[src/rtl/ex_mem_skid_stage_pkg.sv]
// Shared definitions for the EX->MEM pipeline stage: control-bit positions,
// payload width helper and the occupancy state encoding.
package ex_mem_skid_stage_pkg;

    localparam int unsigned CTRL_REGWRITE = 0;
    localparam int unsigned CTRL_MEMTOREG = 1;
    localparam int unsigned CTRL_MEMWRITE = 2;

    // Encoding doubles as the occupancy count.
    typedef enum logic [1:0] {
        StEmpty = 2'd0,
        StOne   = 2'd1,
        StTwo   = 2'd2
    } state_e;

    function automatic int unsigned payload_w(input int unsigned ctrl_w,
                                              input int unsigned data_w,
                                              input int unsigned reg_w);
        return ctrl_w + 2 * data_w + reg_w;
    endfunction

endpackage

[src/rtl/pipe_payload_reg.sv]
// Width-parametrised payload register with synchronous clear (priority) and load enable.
module pipe_payload_reg #(
    parameter int unsigned WIDTH = 8
) (
    input  logic             clk,
    input  logic             clr_i,
    input  logic             en_i,
    input  logic [WIDTH-1:0] d_i,
    output logic [WIDTH-1:0] q_o
);

    logic [WIDTH-1:0] data_q;

    always_ff @(posedge clk) begin
        if (clr_i) begin
            data_q <= '0;
        end else if (en_i) begin
            data_q <= d_i;
        end
    end

    assign q_o = data_q;

endmodule

[src/rtl/ex_mem_skid_stage.sv]
// EX->MEM pipeline register with valid/ready handshake, optional one-entry skid buffer,
// synchronous flush and bubble insertion (out_ctrl forced to zero when invalid).
module ex_mem_skid_stage
    import ex_mem_skid_stage_pkg::*;
#(
    parameter int unsigned DATA_W  = 32,
    parameter int unsigned REG_W   = 5,
    parameter int unsigned CTRL_W  = 3,
    parameter int unsigned SKID_EN = 1
) (
    input  logic              clk,
    input  logic              rst,
    input  logic              flush,
    input  logic              in_valid,
    output logic              in_ready,
    input  logic [CTRL_W-1:0] in_ctrl,
    input  logic [DATA_W-1:0] in_alu,
    input  logic [DATA_W-1:0] in_wdata,
    input  logic [REG_W-1:0]  in_wreg,
    output logic              out_valid,
    input  logic              out_ready,
    output logic [CTRL_W-1:0] out_ctrl,
    output logic [DATA_W-1:0] out_alu,
    output logic [DATA_W-1:0] out_wdata,
    output logic [REG_W-1:0]  out_wreg,
    output logic [1:0]        occupancy
);

    localparam int unsigned PayloadW = payload_w(CTRL_W, DATA_W, REG_W);

    state_e              state_q, state_d;
    logic                accept, fire;
    logic                main_en, skid_en, clr;
    logic [PayloadW-1:0] in_payload, main_d, main_q, skid_payload;
    logic [CTRL_W-1:0]   main_ctrl;

    assign accept     = in_valid & in_ready;
    assign fire       = out_valid & out_ready;
    assign clr        = rst | flush;
    assign in_payload = {in_ctrl, in_alu, in_wdata, in_wreg};
    assign out_valid  = (state_q != StEmpty);
    assign occupancy  = state_q;

    always_comb begin
        state_d = state_q;
        main_en = 1'b0;
        skid_en = 1'b0;
        unique case (state_q)
            StEmpty: begin
                if (accept) begin
                    state_d = StOne;
                    main_en = 1'b1;
                end
            end
            StOne: begin
                if (accept && fire) begin
                    main_en = 1'b1;
                end else if (accept) begin
                    state_d = StTwo;
                    skid_en = 1'b1;
                end else if (fire) begin
                    state_d = StEmpty;
                end
            end
            StTwo: begin
                if (fire) begin
                    state_d = StOne;
                    main_en = 1'b1;
                end
            end
            default: state_d = StEmpty;
        endcase
        if (flush) begin
            state_d = StEmpty;
        end
    end

    always_ff @(posedge clk) begin
        if (rst) begin
            state_q <= StEmpty;
        end else begin
            state_q <= state_d;
        end
    end

    // Draining from TWO refills the main entry from the skid entry.
    assign main_d = (state_q == StTwo) ? skid_payload : in_payload;

    pipe_payload_reg #(
        .WIDTH(PayloadW)
    ) u_main (
        .clk  (clk),
        .clr_i(clr),
        .en_i (main_en),
        .d_i  (main_d),
        .q_o  (main_q)
    );

    if (SKID_EN != 0) begin : g_skid
        assign in_ready = (state_q != StTwo);

        pipe_payload_reg #(
            .WIDTH(PayloadW)
        ) u_skid (
            .clk  (clk),
            .clr_i(clr),
            .en_i (skid_en),
            .d_i  (in_payload),
            .q_o  (skid_payload)
        );
    end else begin : g_no_skid
        assign in_ready     = !out_valid || out_ready;
        assign skid_payload = '0;
    end

    assign {main_ctrl, out_alu, out_wdata, out_wreg} = main_q;
    assign out_ctrl = main_ctrl & {CTRL_W{out_valid}};

endmodule

[config.mk]
export PLATFORM = sky130hd
export DESIGN_NAME = ex_mem_skid_stage
export DESIGN_NICKNAME = d
export VERILOG_FILES = /design/src/rtl/ex_mem_skid_stage_pkg.sv /design/src/rtl/pipe_payload_reg.sv /design/src/rtl/ex_mem_skid_stage.sv
export SDC_FILE = /design/constraint.sdc
export NUM_CORES = 1
export LEC_CHECK = 0
export CAP_MARGIN = 20
export CORE_MARGIN = 2
export CORE_UTILIZATION = 40
export CTS_BUF_LIST = sky130_fd_sc_hd__clkbuf_8
export CTS_CLUSTER_DIAMETER = 30
export DETAILED_ROUTE_END_ITERATION = 8
export GPL_TIMING_DRIVEN = 1
export PLACE_DENSITY = 0.66
export SLEW_MARGIN = 20
export SYNTH_ARGS = -nofsm -noshare
export SYNTH_HDL_FRONTEND = slang
export SYNTH_SLANG_ARGS = --single-unit
[constraint.sdc]
create_clock -name clk -period 3.1 [get_ports clk]
set_input_delay 0.62 -clock clk [delete_from_list [all_inputs] [get_ports clk]]
set_output_delay 0.62 -clock clk [all_outputs]
set_load 0.005 [all_outputs]
==> metrics.cfg, run 1 <==
[power]
switching_power_uw=995
leakage_nw=3.24
powerDensity_nw_per_um2=471
peakVddDrop_mv=0.265
p_int_mw=3.05
pwr-share-clk_pct=38.4
p_comb_share_pct=13.2
switching_share_pct=24.6
seqPwrFrac_pct=48.4

[yosys]
synth_cell_types=24
syn_inst=740
avgSynthCellArea_um2=9.48
ys_seq_area_share_pct=41.6
ys_warn_count=0
synth_common_cells=146 x dfxtp_1, 146 x nand2_1, 75 x a211oi_1
synth_top_flop_cell=dfxtp_1
post-synth-top-area-cell=dfxtp_1
yosysTopAreaCellShare_pct=41.6
yosys-top-cells-area=dfxtp_1 42%, a211oi_2 12%, mux2i_1 10%
synth_edf_count=0
synth_fp_nets=817
mappedNetlistArea_um2=7020
async_flop_share_pct=0
synth-seq-cells=146

[route]
drtIter0Drc=296
vias=5433
wl_per_cell_um=17.6
wl_mm=18.0
ant_nets=0
drt_first_pass_iters=4
vias_per_cell=5.30
drc=0

[sta]
layout_min_cycle_time_ns=2.68
drv_slew=0
hold_viol=0
min_period_over_period_pct=86.6
holdWs_ns=0.454
max_slew_margin_pct=49.2
setup_viol=0
maxClockFrequency_mhz=373
rsz0062_at_grt=false
fin_skew_ns=0.0149
tightestPinTransition_ns=0.762
tns_ns=0

[floorplanning]
dieArea_um2=18600
io_pins=153
core-area_um2=17200
die_h_um=136
placementRows=48
fp.dieW_um=136
initial_core_util_pct=40.7

[clock_network]
clk_path_buf_depth=2
clk_pin_slew_worst_paths_ns=0.07
post_cts_resized=0
cts_tree=done
numCtsBuffers=17
cts_root_buffer=clkbuf_8
ctsHoldBuffers=0
clock_latency_ns=0.45
cts.sinks=146
cts_setup_buffers=0
h-tree-depth=4

[worst_setup_path]
cp_slowest_cell=dfxtp_1
crit_family=flip-flops
cp_cell_sequence=nor2_1, nor2b_1, clkdlybuf4s50_1
startpoint_type=register
end_kind=output port
crit_required_ns=2.48
worstPathMaxFanout=9
arrival_ns=2.06
worst-path-buf-inv=1
slowest_delay_ns=0.63
crit_type=register to output port

[place]
port_buffers=152
gp_congestion=0.809
hpwl_mm=11.5
postPlaceCellArea_um2=8190

[run_status]
outcome=complete, no violations

[final_layout]
regArea_um2=2920
multiInputGateArea_um2=3250
fillers=1538
drive_above_1_share_pct=15.8
antenna_cells=0
area_growth_pct=22.6
final_util_pct=49.9
finalInstanceArea_um2=8600
nets=865

[grt]
grt_pass1_vias=5632
antenna_found_initial=0
grt_pass1_wl_mm=29.0
overflow=0
grt_max_degree=74
grt_usage_pct=20.1

[job]
maxCapViolCount=0

[hold_path]
hold_path_class=register to register

-- final cells by class --
type                       instances  area share (%)
tap                              225            3.27
inverter                           1          0.0436
multi-input combinational        452            37.8
clock inverter                    11            1.60
clock buffer                      20            3.20
timing repair buffer             170            20.1
sequential                       146            34.0
-- flip-flops by register name (all words and copies together), names as in the netlist --
register           flops
u_main.q_o            72
occupancy              2
g_skid.u_skid.q_o     72
-- metrics by stage --
stage	instances	power, mW	setup slack [ns]
3_5_place_dp	994	2.54	0.442
6_report	1025	4.05	0.416
2_1_floorplan	740	2.32	1.46
4_1_cts	1025	4.10	0.356
5_1_grt	1025	4.22	0.300
3_3_place_gp	994	2.52	0.520
-- power by group through the flow --
| stage | registers, mW | logic [mW] | clock network, mW |
|---|---|---|---|
| after floorplan | 1.99 | 0.335 | 0 |
| after global placement | 2.00 | 0.524 | 0 |
| after detailed placement | 2.00 | 0.536 | 0 |
| after CTS | 1.96 | 0.538 | 1.60 |
| after global routing | 1.96 | 0.577 | 1.68 |
| final | 1.96 | 0.535 | 1.55 |
-- worst paths after layout --
kind,startpoint,to,slack [ns],cells after the start
max,occupancy[1],out_ctrl[1],0.42,3
min reg2reg,g_skid.u_skid.q_o[4],g_skid.u_skid.q_o[4],0.45,2
min,g_skid.u_skid.q_o[4],g_skid.u_skid.q_o[4],0.45,2
max reg2reg,occupancy[0],u_main.q_o[24],1.24,4
-- tightest hold or removal path: cells and delay by family (launching register included) --
family | cells | cell delay, ns
DFF | 1 | 0.31
and+or+nand+nor | 1 | 0.05
AOI/OAI and AO/OA | 1 | 0.05
-- placed cells by master (no fill, tap or decap), types with 2 or more instances in the layout --
master / count
clkdlybuf4s50_1: 152
nand2_1: 146
dfxtp_1: 146
a211oi_1: 75
a21oi_1: 73
mux2i_1: 72
a211oi_2: 70
clkbuf_8: 20
buf_4: 12
buf_12: 6
nor2b_1: 3
inv_1: 3
clkinv_2: 3
bufinv_16: 3
clkinv_4: 2
-- kinds of logic after synthesis --
group                  after synthesis  synth area share, %
buffers and inverters              142                 12.9
multiplexers                        72                 10.3
AND/OR/NAND/NOR                    159                 9.13
AO/OA/AOI/OAI                      221                 26.0
flip-flops                         146                 41.6
-- routing by layer --
layer | vias to the layer above | GRT usage (%) | share of wire (%)
met5 | - | 0 | 0
met4 | 0 | 7.93 | 1.9
met3 | 24 | 5.37 | 5.3
met2 | 137 | 33.5 | 48
met1 | 2623 | 24.6 | 45
li1 | 2649 | - | -
(Power assumes the default switching activity.)
==> run 2, diff against run 1 <==
--- a/config.mk
+++ b/config.mk
@@ -12,7 +12,7 @@
 export CTS_CLUSTER_DIAMETER = 30
 export DETAILED_ROUTE_END_ITERATION = 8
 export GPL_TIMING_DRIVEN = 1
-export PLACE_DENSITY = 0.66
+export PLACE_DENSITY = 0.69
 export SLEW_MARGIN = 20
 export SYNTH_ARGS = -nofsm -noshare
 export SYNTH_HDL_FRONTEND = slang
==> constraint.sdc (replaced) <==
create_clock -name clk -period 2.2 [get_ports clk]
set_input_delay 0.33 -clock clk [delete_from_list [all_inputs] [get_ports clk]]
set_output_delay 0.33 -clock clk [all_outputs]
set_load 0.005 [all_outputs]
==> run 2 against run 1 <==
Worst hold slack got worse by 0.00084 ns. Non-clock buffer count rose by 9. Global-route usage fell by 1.4 points. Routed wire length fell by 5.2%. Sequential share of layout area fell by 1.0 points. Sequential power rose by 40%. Clock-buffer cell count fell by 3. Critical path type unchanged.
==> metrics.cfg, run 2 (synthesized netlist as in run 1, its figures left out) <==
[run_status]
outcome=complete, no violations

[sta]
setup_viol=0
drv_slew=0
holdWs_ns=0.454
min_period_over_period_pct=92.5
tns_ns=0
hold_viol=0
fin_skew_ns=0.00934
layout_min_cycle_time_ns=2.04
maxClockFrequency_mhz=491
tightestPinTransition_ns=0.528
max_slew_margin_pct=64.8
rsz0062_at_grt=false

[clock_network]
numCtsBuffers=17
clock_latency_ns=0.44
post_cts_resized=0
cts_root_buffer=clkbuf_8
cts.sinks=146
h-tree-depth=4
clk_path_buf_depth=2
cts_setup_buffers=0
ctsHoldBuffers=0
cts_tree=done
clk_pin_slew_worst_paths_ns=0.08

[final_layout]
final_util_pct=51.4
finalInstanceArea_um2=8870
drive_above_1_share_pct=16.8
area_growth_pct=26.3
nets=874
final_common_cell=clkdlybuf4s50_1
antenna_cells=0
final_cell_mix=152 x clkdlybuf4s50_1, 146 x nand2_1, 146 x dfxtp_1

[grt]
grt_max_degree=48
use_met3_pct=5.00
gr-usage-met1_pct=24.5
grt_pass1_vias=5226
overflow=0
grt-busiest-layer=met2
antenna_found_initial=0
grt_usage_pct=18.7
grt_pass1_wl_mm=27.2
grt_use_met2_pct=30.3

[power]
switching_share_pct=23.8
peakVddDrop_mv=0.362
powerDensity_nw_per_um2=680
switching_power_mw=1.44
seqPwrFrac_pct=45.7
p_int_mw=4.59
leakage_nw=3.35
pwr-share-clk_pct=41.2
p_comb_share_pct=13.1
finalPower_mw=6.03

[route]
drtIter0Drc=265
wl_per_cell_um=16.5
drc=0
drt_first_pass_iters=4
wl_mm=17.1
vias_per_cell=5.26
ant_nets=0
vias=5443

[job]
maxCapViolCount=0

[worst_setup_path]
critPathLaunch=occupancy[0]
ff2ff_setup_slack_ns=0.59
worstPathMaxFanout=4
crit_required_ns=1.87
startpoint_type=register
r2r_start=occupancy[0]
end_kind=output port
arrival_ns=1.71
crit_type=register to output port

[floorplanning]
io_pins=153
dieArea_um2=18600
placementRows=48
die_h_um=136
core-area_um2=17200
initial_core_util_pct=40.7
fp.dieW_um=136

[hold_path]
holdCritStartpoint=in_alu[6]
hold_path_class=input port to register

[place]
postPlaceCellArea_um2=8390
port_buffers=152
hpwl_mm=10.7
gp_congestion=0.736

[run 2: cell types whose count changed in the layout (fill, tap and decap cells not counted)]
cell,change
clkinvlp_4,+1
inv_1,-1
clkinv_2,-2
clkinv_4,+2
clkbuf_8,-3
buf_12,+11
buf_4,-2
bufinv_16,+3
[run 2: power groups by stage]
| stage | Combinational [mW] | Clock [mW] | Sequential [mW] |
|---|---|---|---|
| floorplan | 0.472 | 0 | 2.80 |
| global route | 0.848 | 2.67 | 2.76 |
| CTS | 0.794 | 2.56 | 2.75 |
| detailed placement | 0.789 | 0 | 2.82 |
| finish | 0.788 | 2.49 | 2.75 |
| global placement | 0.782 | 0 | 2.82 |
[run 2: final cells by class]
cell class                 instances  area, µm²
fill                            1561       8370
clock inverter                    14        239
tap                              225        282
inverter                           1       3.75
timing repair buffer             179       1940
multi-input combinational        452       3250
sequential                       146       2920
clock buffer                      17        234
[run 2: metal layers]
metal  vias up  share of wire (%)
li1       2662                  -
met1      2638                 47
met2       128                 47
met3        15                5.2
met4         0                1.1
met5         -                  0
[run 2: through the flow]
step	instances	setup slack [ns]
floorplan	740	0.782
global placement	1003	0.199
detailed placement	1003	0.127
CTS	1034	0.115
global route	1034	0.0189
finish	1034	0.165
[run 2: final timing paths]
kind,end,depth (start not counted)
worst min register to register,g_skid.u_skid.q_o[0],2
worst max register to register,u_main.q_o[50],5
worst max-delay path,out_ctrl[0],3
worst min-delay path,g_skid.u_skid.q_o[43],3
[run 2: critical path: stages, from the launching register on]
cell and delay, ns:
dfxtp_1 0.43, nor2_1 0.14, nor2b_1 0.14, clkdlybuf4s50_1 0.56
==> patch, RTL diff (config.mk and constraints of run 2) <==
`SKID_EN`: 1 -> 0.
--- a/src/rtl/ex_mem_skid_stage.sv
+++ b/src/rtl/ex_mem_skid_stage.sv
@@ -6,7 +6,7 @@
     parameter int unsigned DATA_W  = 32,
     parameter int unsigned REG_W   = 5,
     parameter int unsigned CTRL_W  = 3,
-    parameter int unsigned SKID_EN = 1
+    parameter int unsigned SKID_EN = 0
 ) (
     input  logic              clk,
     input  logic              rst,
Check against the original RTL: not equivalent (a bounded check fails within 4 cycles, from zero or initial values).
==> patch against run 2 <==
  * Power shrank 52%
  * Via count down 48%
  * Largest cell class is now non-clock buffers
  * Worst setup slack barely moved
  * Highest routed layer unchanged
  * Final area shrank 44%
  * Worst hold slack improved by 0.0019 ns
  * Fmax barely moved
  * Area after synthesis down 47%
  * Sequential cell count fell by 72
  * Wire length decreased by 53%
==> patch: results (changes against run 2) <==
* Status: finished, final reports clean
* Fillcell total at 846 (-46%)
* Share of layout cells above drive strength 1 at 6.03% (-11 points)
* Largest net degree at the start of global routing at 77 (+60%)
* Post-synthesis mux area share at 19.3% (+9.0 points)
* Placed inst area at 4740 um2 (-44%)
* Vias in the first global route at 2836 (-46%)
* Hold Crit Class: flop to flop
* Peak supply drop at 0.437 mV (+21%)
* Vias per cell at 4.80 (-8.8%)
* Crit-path max FO at 6 (+2)
* Avg WL per Cell at 13.7 um (-17%)
* HPWL Detailed at 5.76 mm (-46%)
* Sequential fraction of the synthesis area at 39.6% (-2.0 points)
* Syn_nets at 483 (-41%)
* DR iter-0 viols at 77 (-71%)
* Synth top cells by count: dfxtp_1 (74), mux2i_1 (72), nand2_1 (72), nand3_1 (72), buf_4 (70)
* Compound-Gate Fraction of Synth Area at 0.569% (-25 points)
* Overall routing resource usage at 16.3% (-2.4 points)
* Combinational share of power at 15.0% (+1.9 points)
* Final #Nets at 553 (-37%)
* Switching part of the total at 24.3% (+0.49 points)
* Cts bufs inserted at 9 (-8)
* Main area contributors after synthesis: dfxtp_1 (40%), mux2i_1 (19%), buf_4 (14%)
* Pleak at 1.87 nW (-44%)
## patch: worst paths after layout
| check | startpoint | endpoint | slack (ns) | depth (start not counted) |
|---|---|---|---|---|
| worst max register to register | occupancy[1] | u_main.q_o[23] | 0.58 | 4 |
| worst min-delay path | u_main.q_o[13] | u_main.q_o[13] | 0.46 | 2 |
| worst max-delay path | occupancy[1] | in_ready | 0.16 | 3 |
| worst min register to register | u_main.q_o[13] | u_main.q_o[13] | 0.46 | 2 |
## patch: cell families (layout without fill, tap and decap cells)
| logic type | after synthesis | count (layout) |
|---|---|---|
| multiplexers | 72 | 72 |
| AND/OR/NAND/NOR | 156 | 156 |
| flip-flops | 74 | 74 |
| AO/OA/AOI/OAI | 3 | 3 |
| buffers and inverters | 101 | 176 |
## patch: layout make-up
class	instances	area, um2	area share, %
Multi-Input combinational cell	231	1480	29.9
Inverter	1	3.75	0.0761
Timing Repair Buffer	159	1640	33.2
Clock buffer	9	124	2.51
Tap cell	111	139	2.82
Sequential cell	74	1480	30.1
Clock inverter	7	70.1	1.42
## patch: metal layers
layer	share of wire (%)	global-route usage, %
met1	42	18.9
met2	48	27.5
met3	8.7	6.38
met4	1.3	5.48
met5	0	0
## patch: worst max-delay path, stage by stage (launching register included)
cell	delay, ns
dfxtp_1	0.37
nor2_1	0.31
or2_2	0.19
clkdlybuf4s50_1	0.50
## patch: through the flow
stage | std cells | setup WS [ns] | hold slack (ns) | utilization, %
finish | 592 | 0.165 | 0.455 | 53.9
global route | 592 | 0.0460 | 0.475 | 53.9
CTS | 592 | 0.135 | 0.459 | 53.9
detailed placement | 576 | 0.0404 | 0.446 | 51.7
global placement | 576 | 0.133 | 0.440 | 51.7
floorplan | 406 | 1.04 | 0.407 | -
